**src/rtl/matmul_pkg.sv**
```systemverilog
// Shared types for the matmul job scheduler: FSM state encoding and default watchdog depth.
package matmul_pkg;

  typedef enum logic [2:0] {
    StIdle,
    StGrant,
    StStart,
    StRun,
    StResp
  } sched_state_t;

  localparam int unsigned DefaultTimeout = 64;

endpackage

```
**src/rtl/matmul_job_sched_rr_arbiter.sv**
```systemverilog
// Combinational round-robin pick: first asserted request at or after ptr, wrapping at NREQ.
module rr_arbiter #(
  parameter int unsigned NREQ = 2,
  localparam int unsigned SelW = $clog2(NREQ)
) (
  input  logic [NREQ-1:0] req,
  input  logic [SelW-1:0] ptr,
  output logic            any,
  output logic [SelW-1:0] winner
);

  int unsigned idx;

  // Walk from the farthest candidate back to ptr so the nearest one wins last.
  always_comb begin
    any    = |req;
    winner = '0;
    idx    = 0;
    for (int unsigned k = 0; k < NREQ; k++) begin
      idx = (32'(ptr) + (NREQ - 1 - k)) % NREQ;
      if (req[SelW'(idx)]) begin
        winner = SelW'(idx);
      end
    end
  end

endmodule

```
**src/rtl/matmul_job_sched.sv**
```systemverilog
// Round-robin scheduler sharing one matmul core between NREQ requesters, with a RUN watchdog.
module matmul_job_sched
  import matmul_pkg::*;
#(
  parameter int unsigned NREQ    = 2,
  parameter int unsigned TIMEOUT = DefaultTimeout,
  localparam int unsigned SEL_W  = $clog2(NREQ)
) (
  input  logic             clk,
  input  logic             rst,
  input  logic [NREQ-1:0]  req_valid,
  output logic [NREQ-1:0]  req_ready,
  output logic [NREQ-1:0]  resp_valid,
  input  logic [NREQ-1:0]  resp_ready,
  output logic             resp_err,
  output logic [SEL_W-1:0] sel,
  output logic             core_start,
  input  logic             core_done,
  output logic             busy,
  output logic             timeout_err,
  input  logic             err_clr
);

  localparam int unsigned CNT_W = $clog2(TIMEOUT);
  localparam logic [CNT_W-1:0] CntLast = CNT_W'(TIMEOUT - 1);
  localparam logic [SEL_W-1:0] SelLast = SEL_W'(NREQ - 1);

  sched_state_t     state_q, state_d;
  logic [SEL_W-1:0] sel_q, ptr_q;
  logic [CNT_W-1:0] cnt_q;
  logic             resp_err_q, timeout_err_q;

  logic             arb_any;
  logic [SEL_W-1:0] arb_winner;
  logic             timeout_hit;
  logic             resp_hs;

  rr_arbiter #(
    .NREQ (NREQ)
  ) u_arb (
    .req    (req_valid),
    .ptr    (ptr_q),
    .any    (arb_any),
    .winner (arb_winner)
  );

  // core_done on the last allowed RUN cycle counts as success, not an abort.
  assign timeout_hit = (state_q == StRun) && !core_done && (cnt_q == CntLast);
  assign resp_hs     = (state_q == StResp) && resp_ready[sel_q];

  always_ff @(posedge clk) begin
    if (rst) begin
      state_q <= StIdle;
    end else begin
      state_q <= state_d;
    end
  end

  always_comb begin
    state_d = state_q;
    unique case (state_q)
      StIdle:  if (arb_any) state_d = StGrant;
      StGrant: state_d = req_valid[sel_q] ? StStart : StIdle;
      StStart: state_d = StRun;
      StRun:   if (core_done || timeout_hit) state_d = StResp;
      StResp:  if (resp_ready[sel_q]) state_d = StIdle;
      default: state_d = StIdle;
    endcase
  end

  always_comb begin
    req_ready  = '0;
    resp_valid = '0;
    core_start = 1'b0;
    busy       = (state_q != StIdle);
    unique case (state_q)
      StGrant: req_ready[sel_q] = 1'b1;
      StStart: core_start = 1'b1;
      StResp:  resp_valid[sel_q] = 1'b1;
      default: ;
    endcase
  end

  always_ff @(posedge clk) begin
    if (rst) begin
      sel_q         <= '0;
      ptr_q         <= '0;
      cnt_q         <= '0;
      resp_err_q    <= 1'b0;
      timeout_err_q <= 1'b0;
    end else begin
      if ((state_q == StIdle) && arb_any) begin
        sel_q <= arb_winner;
      end

      if (state_q == StStart) begin
        cnt_q <= '0;
      end else if ((state_q == StRun) && !core_done && (cnt_q != CntLast)) begin
        cnt_q <= cnt_q + 1'b1;
      end

      if ((state_q == StRun) && core_done) begin
        resp_err_q <= 1'b0;
      end else if (timeout_hit) begin
        resp_err_q <= 1'b1;
      end else if (resp_hs) begin
        resp_err_q <= 1'b0;
      end

      if (timeout_hit) begin
        timeout_err_q <= 1'b1;
      end else if (err_clr) begin
        timeout_err_q <= 1'b0;
      end

      if (resp_hs) begin
        ptr_q <= (sel_q == SelLast) ? '0 : sel_q + 1'b1;
      end
    end
  end

  assign sel         = sel_q;
  assign resp_err    = resp_err_q;
  assign timeout_err = timeout_err_q;

endmodule

```
**config.mk**
```make
export PLATFORM = sky130hd
export DESIGN_NAME = matmul_job_sched
export DESIGN_NICKNAME = d
export VERILOG_FILES = /design/src/rtl/matmul_pkg.sv /design/src/rtl/matmul_job_sched_rr_arbiter.sv /design/src/rtl/matmul_job_sched.sv
export SDC_FILE = /design/constraint.sdc
export NUM_CORES = 1
export LEC_CHECK = 0
export CAP_MARGIN = 10
export CORE_ASPECT_RATIO = 1.4
export CORE_MARGIN = 2
export CORE_UTILIZATION = 30
export DETAILED_ROUTE_END_ITERATION = 6
export GPL_TIMING_DRIVEN = 1
export PLACE_DENSITY_LB_ADDON = 0.05
export REMOVE_ABC_BUFFERS = 1
export SLEW_MARGIN = 40
export SYNTH_ARGS = -nofsm -noshare
export SYNTH_HDL_FRONTEND = slang
export SYNTH_SLANG_ARGS = --single-unit
```
**constraint.sdc**
```tcl
create_clock -name clk -period 1.4 [get_ports clk]
set_input_delay 0.28 -clock clk [delete_from_list [all_inputs] [get_ports clk]]
set_output_delay 0.28 -clock clk [all_outputs]
set_load 0.03 [all_outputs]
```
Yosys cells after proc, flatten, opt, wreduce, memory -nomap -nowiden
Cells that the tools add are included.
{ "totals": {"latch_bits": 0, "ramBits": 0, "elab_cells": 64, "reg_bits": 13, "inputBits": 8, "mem_bits_ro": 0, "memories": 0} }
{ "op_classes": {"addsub": 3, "reduce_logical": 17, "n_bitwise": 0, "multipliers": 0, "muxes": 25, "shifts": 0, "n_div": 0, "order_cmp": 4, "n_eq_ne": 9} }
{ "ops": {"columns": ["operator", "count"], "rows": [
  ["2-to-1 mux 1 bit", 17],
  ["case mux 3 bit (5 select lines)", 1],
  ["2-to-1 mux 3 bit", 3],
  ["logical AND 1 bit", 7],
  ["adder 6 x 1 -> 6 bit, second input constant", 1],
  ["== test 3 x 2 -> 1 bit, second input constant", 2],
  ["== test 6 bit, second input constant", 1],
  ["less-than comparator 1 x 2 -> 1 bit, second input constant", 3],
  ["2-to-1 mux 2 bit", 3],
  ["!= test 6 bit, second input constant", 1],
  ["OR reduction 2 bit", 3],
  ["!= test 2 x 1 -> 1 bit, second input constant", 2],
  ["nonzero test 2 bit", 2],
  ["== test 3 x 1 -> 1 bit, second input constant", 1],
  ["== test 3 bit, second input constant", 1],
  ["zero test 3 bit", 1],
  ["AND reduction 3 bit", 1],
  ["nonzero test 3 bit", 1],
  ["adder 1 bit, second input constant", 2],
  ["!= test 2 bit, second input constant", 1],
  ["demux 1 bit (select 1 bit)", 1],
  [">= comparator 1 bit, second input constant", 1],
  ["zero test 1 bit", 1],
  ["logical OR 1 bit", 1]
]} }

Depth between registers and ports, before layout
{ "depth": {"ltp_word": 6, "ltp_mapped": 5, "depth_no_buf": 5} }

Cells and area by module
A second synthesis with hierarchy kept.
{ "hier_totals": {"cells_unflattened": 82, "hier_area_um2": 774.5} }
{ "by_module_without_submodules": {"columns": ["module", "n_inst", "area_per_inst_um2", "cells_each"], "rows": [
  ["matmul_job_sched", 1, 757.0, 79],
  ["rr_arbiter", 1, 17.5, 3]
]} }

Worst setup path after synthesis
OpenSTA, ideal clock, no wires.
{ "synth_timing": {"path_type": "register -> register", "startpoint": "reg sel_q (netlist: sel)", "endpoint": "reg state_q[1]", "synth_period_minus_slack_ns": 2.115, "t_arrival_ns": 2.040, "stages_incl_launch_ff": 4, "path_slack_ns": -0.715, "setup_ns": 0.075, "cell_sequence": "dfxtp_1 -> nor4bb_1 -> a21oi_1 -> a31oi_1"} }
{ "synth_between": {"elab_chain_len": 4, "elab_cells_between_ends": 8} }
{ "synth_rtl": {"columns": ["item", "line_no", "source"], "rows": [
  ["start, declared", "matmul_job_sched.sv:29", "logic [SEL_W-1:0] sel_q, ptr_q;"],
  ["start signal, assigned", "matmul_job_sched.sv:93", "sel_q <= arb_winner;"],
  ["2-to-1 mux 1 bit, on equally long branches (2 in series)", "matmul_job_sched.sv:63, matmul_job_sched.sv:66", null],
  ["2-to-1 mux 2 bit or != test 2 x 1 -> 1 bit (tied branches)", null, null],
  ["case mux 3 bit (5 select lines) or AND reduction 3 bit (tied branches)", null, null],
  ["end signal, assigned", "matmul_job_sched.sv:53", "state_q <= StIdle;"],
  ["end signal, assigned", "matmul_job_sched.sv:55", "state_q <= state_d;"],
  ["end, declared", "matmul_job_sched.sv:28", "sched_state_t state_q, state_d;"]
]} }
Parallel ways exist; a longest one is shown, timed or not. The select of a mux whose other input is x is not followed.
A chain may end at the register's enable or synchronous reset.

Worst setup path in the final report
{ "layout_timing": {"startpoint": "reg state_q[2]", "endpoint": "out resp_valid[0]"} }
{ "layout_between": {"elab_chain_len": 2} }
{ "layout_rtl": {"columns": ["item", "line_no", "source"], "rows": [
  ["== test 3 bit", "matmul_job_sched.sv:76", "unique case (state_q)"],
  ["2-to-1 mux 2 bit", "matmul_job_sched.sv:76", null],
  ["end, declared", "matmul_job_sched.sv:13", "output logic [NREQ-1:0] resp_valid,"]
]} }
No other way between the ends.

==> flow_metrics.tcl <==
set metrics [dict create \
    gp_congestion 0.778 \
    numPortBuffers 16 \
    violations "setup timing" \
    instances_no_fill 145 \
    postRouteAntennaNets 0 \
    wirelength_um 1900 \
    first_global_vias 721 \
    total_power_mw 1.04 \
    core_um2 2150 \
    drt-initial-drc-count 13 \
    grt_overflow 0 \
    setup_ws_ns -0.222 \
    rsz0062_at_grt "yes" \
    final_common_cell "buf_4" \
    antenna_found_initial 0 \
    setup_viol 11 \
    p_per_area_nw_per_um2 864 \
    final_cell_area_um2 1200 \
    synth_seq_area_share 0.386 \
    synth_area_um2 674 \
    finalNetCount 133 \
    p_int_mw 0.719 \
    place_area_um2 978 \
    worstPathArrival_ns 1.34 \
    peakVddDrop_v 0.000474 \
    combPwrFrac 0.379 \
    clkPwrFrac 0.226 \
    drv_cap 0 \
    synth_seq_cells 13 \
    power.switching_mw 0.317 \
    drt_pre_antenna_iters 4 \
    dp.cells 130 \
    critPathRequiredTime_ns 1.12 \
    cts_buffer_depth 2 \
    clockRootBuffer "clkbuf_4" \
    die_y_um 60.1 \
    p_sw_frac 0.306 \
    syn2layout_area_growth_pct 77.9 \
    fin_hold_ws_ns 0.493 \
    path_clk_slew_ns 0.09 \
    max-slew-margin-rel 0.812 \
    grt_use_total 0.159 \
    cp-end-kind "output pin" \
    cts_tree "built" \
    clock-sinks 13 \
    avgSynthCellArea_um2 8.99 \
    std_cell_rows 20 \
    min_period_over_period 1.16 \
    pwr-share-seq 0.395 \
    hold_violations 0 \
    cp-start-kind "flop" \
    die-area_um2 2650 \
    cellLeakagePower_nw 0.517 \
    grt_first_pass_wirelength_um 3070 \
    status "finished with violations" \
    numCtsBuffers 3 \
    clk_latency_ns 0.27 \
    most-common-layout-cells "buf_4, buf_6, dfxtp_1, nor2_1, clkdlybuf4s50_1" \
    worstMarginPinSlew_ns 0.278 \
    hold_class "reg -> reg" \
    antenna_cells 0 \
    io_pins 17 \
    drive_above_1_share 0.528 \
    fmax_mhz 617 \
    start_util 0.313 \
    post-place-ws_ns -0.239 \
    vias 719 \
    period_minus_slack_ns 1.62 \
    htreeDepth 1 \
    synth_cell_types 34 \
    dpl.hpwl_um 1350 \
    die_w_um 44.1 \
    path_max_fanout 7 \
    viasPerCell 4.96 \
    fin_worst_skew_ns 0.00599 \
    grt_max_degree 9 \
    maxSlewViolCount 0 \
    netlist_instances 75 \
    path_class "reg -> out" \
    routedWlPerCell_um 13.1 \
    drc 0 \
    ys_warn_count 0 \
]
[metrics by stage]
step                 util  TNS (ns)
floorplan               -     -2.46
global placement    0.455     -1.60
detailed placement  0.455     -1.75
CTS                 0.523     -1.42
global route        0.558     -2.06
finish              0.558     -1.33
[critical path, cell delays in order (launching register included)]
cell	delay, ns
dfxtp_2	0.34
buf_6	0.12
or3b_4	0.40
nor2_4	0.09
buf_6	0.13
[what timing repair did]
item | CTS | global route
gates resized for setup | 27 | 15
hold buffers | 0 | 0
setup endpoints to repair | 17 | 16
setup buffers | 6 | 5
pin swaps | 10 | 7
[synth_stat cells]
master,n,share of area
or3_1,3,0.028
mux2_2,1,0.017
a211oi_2,1,0.019
nor2_1,9,0.050
nand3b_1,1,0.011
o21ai_1,1,0.0074
and4bb_1,1,0.019
nor3b_1,1,0.011
clkbuf_1,1,0.0056
a221oi_1,1,0.013
o32a_4,1,0.033
a2bb2oi_1,2,0.026
or3_4,1,0.017
mux2i_1,1,0.015
inv_1,3,0.017
xor2_1,3,0.039
or3b_1,1,0.013
dfxtp_1,13,0.39
ha_1,1,0.019
nand3_1,1,0.0074
o21a_1,1,0.011
and4b_1,1,0.015
o21ai_0,3,0.022
nand2b_1,1,0.0093
and3b_1,1,0.013
nor4bb_1,1,0.015
o211ai_1,2,0.022
nor4b_1,1,0.013
o21ai_2,1,0.013
nand2_1,6,0.033
a21oi_1,6,0.045
or2_1,2,0.019
and2_1,1,0.0093
a31oi_1,1,0.0093
[cell type report]
| class | count | area, µm² |
|---|---|---|
| Timing Repair Buffer | 45 | 392 |
| Sequential cell | 13 | 267 |
| Tap cell | 22 | 27.5 |
| Inverter | 3 | 11.3 |
| Clock buffer | 4 | 26.3 |
| Fill cell | 199 | 952 |
| Multi-Input combinational cell | 58 | 477 |
[power groups by stage]
stage | clock (mW) | combinational [mW] | sequential [mW]
after floorplan | 0 | 0.148 | 0.427
after global placement | 0 | 0.300 | 0.414
after detailed placement | 0 | 0.301 | 0.414
after CTS | 0.242 | 0.355 | 0.410
after global routing | 0.256 | 0.420 | 0.412
final | 0.234 | 0.393 | 0.409
[metal layers]
metal  vias up  global-route usage  share of wire
met1       337               0.166           0.38
li1        371                   -              -
met2         9               0.303           0.59
met4         0              0.0649         0.0090
met3         2              0.0272          0.026
met5         -                   0              0
[registers in the layout, indices dropped and copies added (netlist names)]
signal and flops:
cnt_q 6, state_q 3, ptr_q 1, resp_err 1, sel 1, timeout_err 1
[final timing paths]
| path | slack [ns] | start | end | cells after the start |
|---|---|---|---|---|
| max | -0.22 | state_q[2]$_SDFFE_PP0P_ | resp_valid[0] | 4 |
| max reg2reg | -0.16 | state_q[2]$_SDFFE_PP0P_ | state_q[2]$_SDFFE_PP0P_ | 6 |
| min | 0.49 | timeout_err$_SDFFE_PP0P_ | timeout_err$_SDFFE_PP0P_ | 2 |
| min reg2reg | 0.49 | timeout_err$_SDFFE_PP0P_ | timeout_err$_SDFFE_PP0P_ | 2 |
[logic make-up after synthesis]
logic type	Yosys count	share of synthesized area
adder cells (fa/ha/maj)	1	0.0185
XOR/XNOR	3	0.0390
AND/OR/NAND/NOR	32	0.282
buffers and inverters	4	0.0223
AO/OA/AOI/OAI	20	0.221
flip-flops	13	0.386
multiplexers	2	0.0315
Power figures use the tool's default switching activity.
